$ cat config.mk
export PLATFORM = sky130hd
export DESIGN_NAME = flash_cache_controller_flat
export DESIGN_NICKNAME = d
export VERILOG_FILES = /design/src/rtl/flash_cache_controller_if.sv /design/src/rtl/flash_cache_controller.sv /design/src/flat_wrapper.sv
export SDC_FILE = /design/constraint.sdc
export NUM_CORES = 1
export LEC_CHECK = 0
export CAP_MARGIN = 20
export CORE_AREA = 2 2 100 102
export DETAILED_ROUTE_END_ITERATION = 16
export DIE_AREA = 0 0 102 104
export GPL_TIMING_DRIVEN = 0
export PLACE_DENSITY = 0.86
export SLEW_MARGIN = 20
export SYNTH_ARGS = -nofsm -noshare
export SYNTH_HDL_FRONTEND = slang
export SYNTH_SLANG_ARGS = --single-unit
$ cat constraint.sdc
create_clock -name clk -period 5.3 [get_ports clk]
set_input_delay 0.795 -clock clk [delete_from_list [all_inputs] [get_ports clk]]
set_output_delay 0.795 -clock clk [all_outputs]
set_load 0.02 [all_outputs]
$ cat src/rtl/flash_cache_controller_if.sv
// Core-side flash cache request bus: the requester drives address and
// control, and the cache controller returns read data and busy.
interface flash_cache_controller_if;
    logic        readEnable;
    logic [23:0] address;
    logic [3:0]  byteSelect;
    logic        invalidate;
    logic [31:0] dataRead;
    logic        busy;

    modport master (
        output readEnable, address, byteSelect, invalidate,
        input  dataRead, busy
    );

    modport slave (
        input  readEnable, address, byteSelect, invalidate,
        output dataRead, busy
    );
endinterface

$ cat src/rtl/flash_cache_controller.sv
// Single-page flash cache sequencer. A miss fetches the whole page from the
// QSPI device one word at a time into SRAM port 0. Hits are served from SRAM
// port 1 with a fixed two-cycle access.
module flash_cache_controller #(
    parameter int SRAM_ADDRESS_SIZE = 9
) (
    input  logic                                  clk,
    input  logic                                  rst,
    flash_cache_controller_if.slave               flashCache,
    output logic                                  cacheValid,
    output logic [23-(SRAM_ADDRESS_SIZE+2):0]     cachedPage,
    output logic [23:0]                           dataRequest_address,
    output logic                                  dataRequest_enable,
    input  logic [31:0]                           dataRequest_data,
    input  logic                                  dataRequest_dataValid,
    output logic                                  sram_clk0,
    output logic                                  sram_csb0,
    output logic                                  sram_web0,
    output logic [3:0]                            sram_wmask0,
    output logic [SRAM_ADDRESS_SIZE-1:0]          sram_addr0,
    output logic [31:0]                           sram_din0,
    input  logic [31:0]                           sram_dout0,
    output logic                                  sram_clk1,
    output logic                                  sram_csb1,
    output logic [SRAM_ADDRESS_SIZE-1:0]          sram_addr1,
    input  logic [31:0]                           sram_dout1
);
    localparam int TAG_W = 24 - (SRAM_ADDRESS_SIZE + 2);

    typedef enum logic [1:0] {IDLE, REQUEST, GAP, SETTLE} state_t;

    state_t                       state;
    logic [TAG_W-1:0]             fill_tag;
    logic [SRAM_ADDRESS_SIZE-1:0] fill_count;
    logic                         read_pending;
    logic                         invalidate_pending;

    logic [TAG_W-1:0]             req_tag;
    logic [SRAM_ADDRESS_SIZE-1:0] req_index;
    logic                         hit;
    logic                         unused_inputs;

    assign req_tag   = flashCache.address[23:SRAM_ADDRESS_SIZE+2];
    assign req_index = flashCache.address[SRAM_ADDRESS_SIZE+1:2];
    assign hit       = cacheValid && (req_tag == cachedPage);

    // Port 0 readback, byte lanes and the sub-word address bits play no part:
    // full words are always returned.
    assign unused_inputs = ^{sram_dout0, flashCache.byteSelect, flashCache.address[1:0]};

    assign sram_clk0           = clk;
    assign sram_clk1           = clk;
    assign sram_wmask0         = 4'b1111;
    assign dataRequest_address = {fill_tag, fill_count, 2'b00};

    // Fill sequencing, hit tracking and page status.
    // NOTE: all state here uses non-blocking assignments so every register
    // updates from the same pre-edge values.
    always_ff @(posedge clk or negedge rst) begin
        if (!rst) begin
            state              <= IDLE;
            cacheValid         <= 1'b0;
            cachedPage         <= '0;
            fill_tag           <= '0;
            fill_count         <= '0;
            read_pending       <= 1'b0;
            invalidate_pending <= 1'b0;
        end else begin
            case (state)
                IDLE: begin
                    if (read_pending) begin
                        read_pending <= 1'b0;
                    end else if (flashCache.readEnable && hit) begin
                        read_pending <= 1'b1;
                    end else if (flashCache.readEnable) begin
                        fill_tag   <= req_tag;
                        fill_count <= '0;
                        state      <= REQUEST;
                    end
                    if (flashCache.invalidate) cacheValid <= 1'b0;
                end
                REQUEST: begin
                    if (flashCache.invalidate) invalidate_pending <= 1'b1;
                    if (dataRequest_dataValid) begin
                        if (fill_count == '1) begin
                            state <= SETTLE;
                        end else begin
                            fill_count <= fill_count + 1'b1;
                            state      <= GAP;
                        end
                    end
                end
                GAP: begin
                    if (flashCache.invalidate) invalidate_pending <= 1'b1;
                    state <= REQUEST;
                end
                default: begin
                    cachedPage         <= fill_tag;
                    cacheValid         <= !(invalidate_pending || flashCache.invalidate);
                    invalidate_pending <= 1'b0;
                    state              <= IDLE;
                end
            endcase
        end
    end

    // Strobes and busy follow the current state combinationally so a QSPI
    // word is written into SRAM in the cycle it arrives.
    // NOTE: every output gets a default first so no latch is inferred.
    always_comb begin
        flashCache.busy     = 1'b1;
        flashCache.dataRead = sram_dout1;
        dataRequest_enable  = 1'b0;
        sram_csb0           = 1'b1;
        sram_web0           = 1'b1;
        sram_addr0          = fill_count;
        sram_din0           = dataRequest_data;
        sram_csb1           = 1'b1;
        sram_addr1          = req_index;
        case (state)
            IDLE: begin
                if (read_pending) begin
                    flashCache.busy = 1'b0;
                end else begin
                    flashCache.busy = flashCache.readEnable;
                    if (flashCache.readEnable && hit) sram_csb1 = 1'b0;
                end
            end
            REQUEST: begin
                dataRequest_enable = 1'b1;
                if (dataRequest_dataValid) begin
                    sram_csb0 = 1'b0;
                    sram_web0 = 1'b0;
                end
            end
            default: ;
        endcase
    end
endmodule
$ cat src/flat_wrapper.sv
// flat-port wrapper written by rule: the top's interface ports become plain ports
module flash_cache_controller_flat 
#(
    parameter int SRAM_ADDRESS_SIZE = 9
)
  (clk, rst, cacheValid, cachedPage, dataRequest_address, dataRequest_enable, dataRequest_data, dataRequest_dataValid, sram_clk0, sram_csb0, sram_web0, sram_wmask0, sram_addr0, sram_din0, sram_dout0, sram_clk1, sram_csb1, sram_addr1, sram_dout1, flashCache_readEnable, flashCache_address, flashCache_byteSelect, flashCache_invalidate, flashCache_dataRead, flashCache_busy);
  flash_cache_controller_if flashCache_i ();
  input  logic clk;
  input  logic rst;
  output logic cacheValid;
  output logic [23-(SRAM_ADDRESS_SIZE+2):0] cachedPage;
  output logic [23:0] dataRequest_address;
  output logic dataRequest_enable;
  input  logic [31:0] dataRequest_data;
  input  logic dataRequest_dataValid;
  output logic sram_clk0;
  output logic sram_csb0;
  output logic sram_web0;
  output logic [3:0] sram_wmask0;
  output logic [SRAM_ADDRESS_SIZE-1:0] sram_addr0;
  output logic [31:0] sram_din0;
  input  logic [31:0] sram_dout0;
  output logic sram_clk1;
  output logic sram_csb1;
  output logic [SRAM_ADDRESS_SIZE-1:0] sram_addr1;
  input  logic [31:0] sram_dout1;
  input wire logic [$bits(flashCache_i.readEnable)-1:0] flashCache_readEnable;
  input wire logic [$bits(flashCache_i.address)-1:0] flashCache_address;
  input wire logic [$bits(flashCache_i.byteSelect)-1:0] flashCache_byteSelect;
  input wire logic [$bits(flashCache_i.invalidate)-1:0] flashCache_invalidate;
  output wire logic [$bits(flashCache_i.dataRead)-1:0] flashCache_dataRead;
  output wire logic [$bits(flashCache_i.busy)-1:0] flashCache_busy;
  assign flashCache_i.readEnable = flashCache_readEnable;
  assign flashCache_i.address = flashCache_address;
  assign flashCache_i.byteSelect = flashCache_byteSelect;
  assign flashCache_i.invalidate = flashCache_invalidate;
  assign flashCache_dataRead = flashCache_i.dataRead;
  assign flashCache_busy = flashCache_i.busy;
  flash_cache_controller #(.SRAM_ADDRESS_SIZE(SRAM_ADDRESS_SIZE)) u_core (.clk(clk), .rst(rst), .flashCache(flashCache_i), .cacheValid(cacheValid), .cachedPage(cachedPage), .dataRequest_address(dataRequest_address), .dataRequest_enable(dataRequest_enable), .dataRequest_data(dataRequest_data), .dataRequest_dataValid(dataRequest_dataValid), .sram_clk0(sram_clk0), .sram_csb0(sram_csb0), .sram_web0(sram_web0), .sram_wmask0(sram_wmask0), .sram_addr0(sram_addr0), .sram_din0(sram_din0), .sram_dout0(sram_dout0), .sram_clk1(sram_clk1), .sram_csb1(sram_csb1), .sram_addr1(sram_addr1), .sram_dout1(sram_dout1));
endmodule
==> flow_metrics.py, run 1 <==
metrics = {
    "run_status": {
        "status": "finished clean",
    },
    "logic_synthesis": {
        "synth.avg_cell_area_sq_um": 10.6,
        "yosysUniqueCellTypes": 40,
        "synth_edf_count": 0,
        "syn-instance-count": 257,
        "async_flop_share": 1.00,
        "yosysSeqAreaShare": 0.368,
        "synth_ff_type": "dfrtp_1",
        "yosys_warnings": 0,
        "synth-seq-cells": 40,
        "synth_area_sq_um": 2720,
    },
    "pwr": {
        "ir_worst_vdd_v": 0.000432,
        "internal-power_w": 0.00127,
        "power.switching_w": 0.000815,
        "power_switching_share": 0.390,
        "total_power_w": 0.00209,
        "power_frac_comb": 0.541,
        "leakage_nw": 2.02,
        "p_clk_frac": 0.194,
        "powerDensity_nw_per_um2": 464,
        "p_seq_frac": 0.265,
    },
    "final_layout": {
        "layout.cells.non_filler": 549,
        "final_common_cell": "clkdlybuf4s50_1",
        "diodes": 0,
        "fin_nets": 550,
        "drive_gt1_frac": 0.329,
        "area_growth_pct": 65.5,
        "most-common-layout-cells": "clkdlybuf4s50_1, buf_4, dfrtp_1",
    },
    "sta": {
        "setup_viol": 0,
        "finalSetupTns_ps": 0,
        "finalClockSkew_ps": 6.62,
        "tightest_slew_ps": 675,
        "relSlewSlack": 0.550,
        "rsz0062_at_grt": "no",
        "slew_viol_final": 0,
        "finalHoldViolations": 0,
    },
    "cts": {
        "path_clk_slew_ps": 80,
        "cts_resized": 0,
        "cts-hold-fix-buffers": 0,
        "clkLatencyLatePin_ps": 400,
        "cts_setup_buffers": 0,
        "cts_tree": "done",
    },
    "die": {
        "initial_core_util": 0.285,
        "rows": 36,
        "die_area_sq_um": 10600,
        "core_area_sq_um": 9550,
        "die_w_microns": 102,
        "die_h_microns": 104,
        "pin_count": 260,
    },
    "critical_path": {
        "path_cells": "clkbuf_8 -> clkbuf_8 -> buf_4 -> clkdlybuf4s50_1",
        "cp-end-kind": "output pin",
        "path_class": "clk -> out",
        "required_ps": 4510,
        "crit_top_cell": "clkbuf_8",
        "cp_slowest_stage_delay_ps": 530,
        "path_max_fanout": 2,
        "cp_slowest_cell": "clkdlybuf4s50_1",
        "start_kind": "clock port",
        "arrival_ps": 3540,
    },
    "place": {
        "port_buffers": 142,
        "gp_congestion": 0.679,
        "dp_cells": 537,
        "dp_hpwl_mm": 6.04,
    },
    "grt": {
        "use_met2": 0.248,
        "antenna_found_initial": 0,
        "grt_pass1_wl_mm": 11.3,
        "overflow": 0,
        "grt_max_degree": 30,
        "grt-busiest-layer": "met2",
        "grt_usage": 0.135,
        "use_met1": 0.143,
        "grt.met3_usage": 0.0470,
        "grt_pass1_vias": 2337,
    },
    "min_path": {
        "hold_path.class": "in -> async",
    },
    "route": {
        "drtAntennaViolNets": 0,
        "routed_wl_mm": 7.58,
        "via_count": 2339,
        "drt_first_pass_iters": 4,
        "dr.first_iter.drc_count": 60,
        "viasPerCell": 4.26,
        "drc": 0,
        "routedWlPerCell_microns": 13.8,
    },
    "run": {
        "cap_violations": 0,
    },
}
-- synthesized netlist by cell type (all sizes together) (2+ instances only) --
cell,number,share of area
xor2,13,0.042
nor4,3,0.014
ha,6,0.028
dfrtp,40,0.37
mux2,28,0.13
and4,2,0.0064
nand2,9,0.012
nand3,5,0.0092
and3,3,0.0069
nor3,2,0.0037
inv,4,0.0055
o211ai,2,0.0074
buf,94,0.26
o21ai,9,0.017
nor2b,2,0.0046
conb,2,0.0028
clkbuf,4,0.0055
o31ai,4,0.011
o41ai,2,0.0064
nand2b,3,0.0069
nor2,6,0.0083
nand3b,3,0.0083
-- power by group through the flow --
| stage | clock [W] | sequential, W | combinational [W] |
|---|---|---|---|
| 2_1_floorplan | 0.0000441 | 0.000682 | 0.000535 |
| 3_3_place_gp | 0.0000716 | 0.000550 | 0.00111 |
| 3_5_place_dp | 0.0000716 | 0.000557 | 0.00114 |
| 4_1_cts | 0.000416 | 0.000556 | 0.00114 |
| 5_1_grt | 0.000431 | 0.000577 | 0.00121 |
| 6_report | 0.000405 | 0.000554 | 0.00113 |
-- metrics by stage --
| stage | hold slack, ps | worst slack (ps) | util | instance area, sq um |
|---|---|---|---|---|
| 2_1_floorplan | 420 | 1720 | - | 2740 |
| 3_3_place_gp | 429 | 1230 | 0.453 | 4320 |
| 3_5_place_dp | 450 | 1230 | 0.454 | 4340 |
| 4_1_cts | 276 | 950 | 0.471 | 4500 |
| 5_1_grt | 290 | 949 | 0.471 | 4500 |
| 6_report | 274 | 963 | 0.471 | 4500 |
-- sequential cells by signal (all words and copies together) (netlist names) --
signal	flops
u_core.cacheValid	1
u_core.cachedPage	13
u_core.fill_tag	13
u_core.invalidate_pending	1
u_core.read_pending	1
u_core.sram_addr0	9
u_core.state	2
-- worst paths after layout --
path	slack (ps)	endpoint	startpoint	cells past startpoint
max	960	sram_clk0	clk	4
min	270	u_core.cachedPage[2]$_DFFE_PN0N_	rst	1
max reg2reg	2830	u_core.sram_addr0[4]$_DFFE_PN0P_	u_core.sram_addr0[0]$_DFFE_PN0P_	10
min reg2reg	460	u_core.cacheValid$_DFFE_PN0P_	u_core.invalidate_pending$_DFFE_PN0P_	1
max in group asynchronous	4570	u_core.state[0]$_DFFE_PN0P_	rst	2
min in group clk	460	u_core.cacheValid$_DFFE_PN0P_	u_core.invalidate_pending$_DFFE_PN0P_	1
-- routing by layer --
| layer | routed length, microns | share of wire | up-vias |
|---|---|---|---|
| met5 | 0 | 0 | - |
| met4 | 88 | 0.012 | 0 |
| met3 | 759 | 0.10 | 9 |
| met2 | 3930 | 0.52 | 154 |
| met1 | 2810 | 0.37 | 1088 |
| li1 | - | - | 1088 |
-- cells by family after synthesis --
kind of cell	share of synthesized area
other	0.00276
AND/OR/NAND/NOR	0.0902
flip-flops	0.368
multiplexers	0.133
XOR/XNOR	0.0419
buffers and inverters	0.276
AO/OA/AOI/OAI	0.0607
adder cells (fa/ha/maj)	0.0276
-- cell type report --
type,count,area (sq um)
multi-input combinational,119,985
fill,869,5050
clock inverter,2,35.0
tap,133,166
clock buffer,12,148
sequential,40,1000
inverter,4,15.0
buffer,98,734
timing repair buffer,141,1420
-- critical path: cells and delay by family --
| kind | cells | cell delay (ps) |
|---|---|---|
| buf+inv | 4 | 880 |
Power figures use the tool's default switching activity.
==> inputs of run 2 (changes only) <==
==> constraint.sdc (replaced) <==
create_clock -name clk -period 4 [get_ports clk]
set_input_delay 0.6 -clock clk [delete_from_list [all_inputs] [get_ports clk]]
set_output_delay 0.6 -clock clk [all_outputs]
set_load 0.02 [all_outputs]
==> results of run 2 <==
Same layout as run 1 (identical final DEF). Status: finished clean.
Main changes from that run: setup slack after placement 1230 ps -> 624 ps; setup slack after layout 963 ps -> 508 ps; hold slack 274 ps -> 79.2 ps; register-to-register setup slack 2830 ps -> 1530 ps; total power 0.00209 W -> 0.00277 W; worst IR drop on VDD 0.000432 V -> 0.000573 V
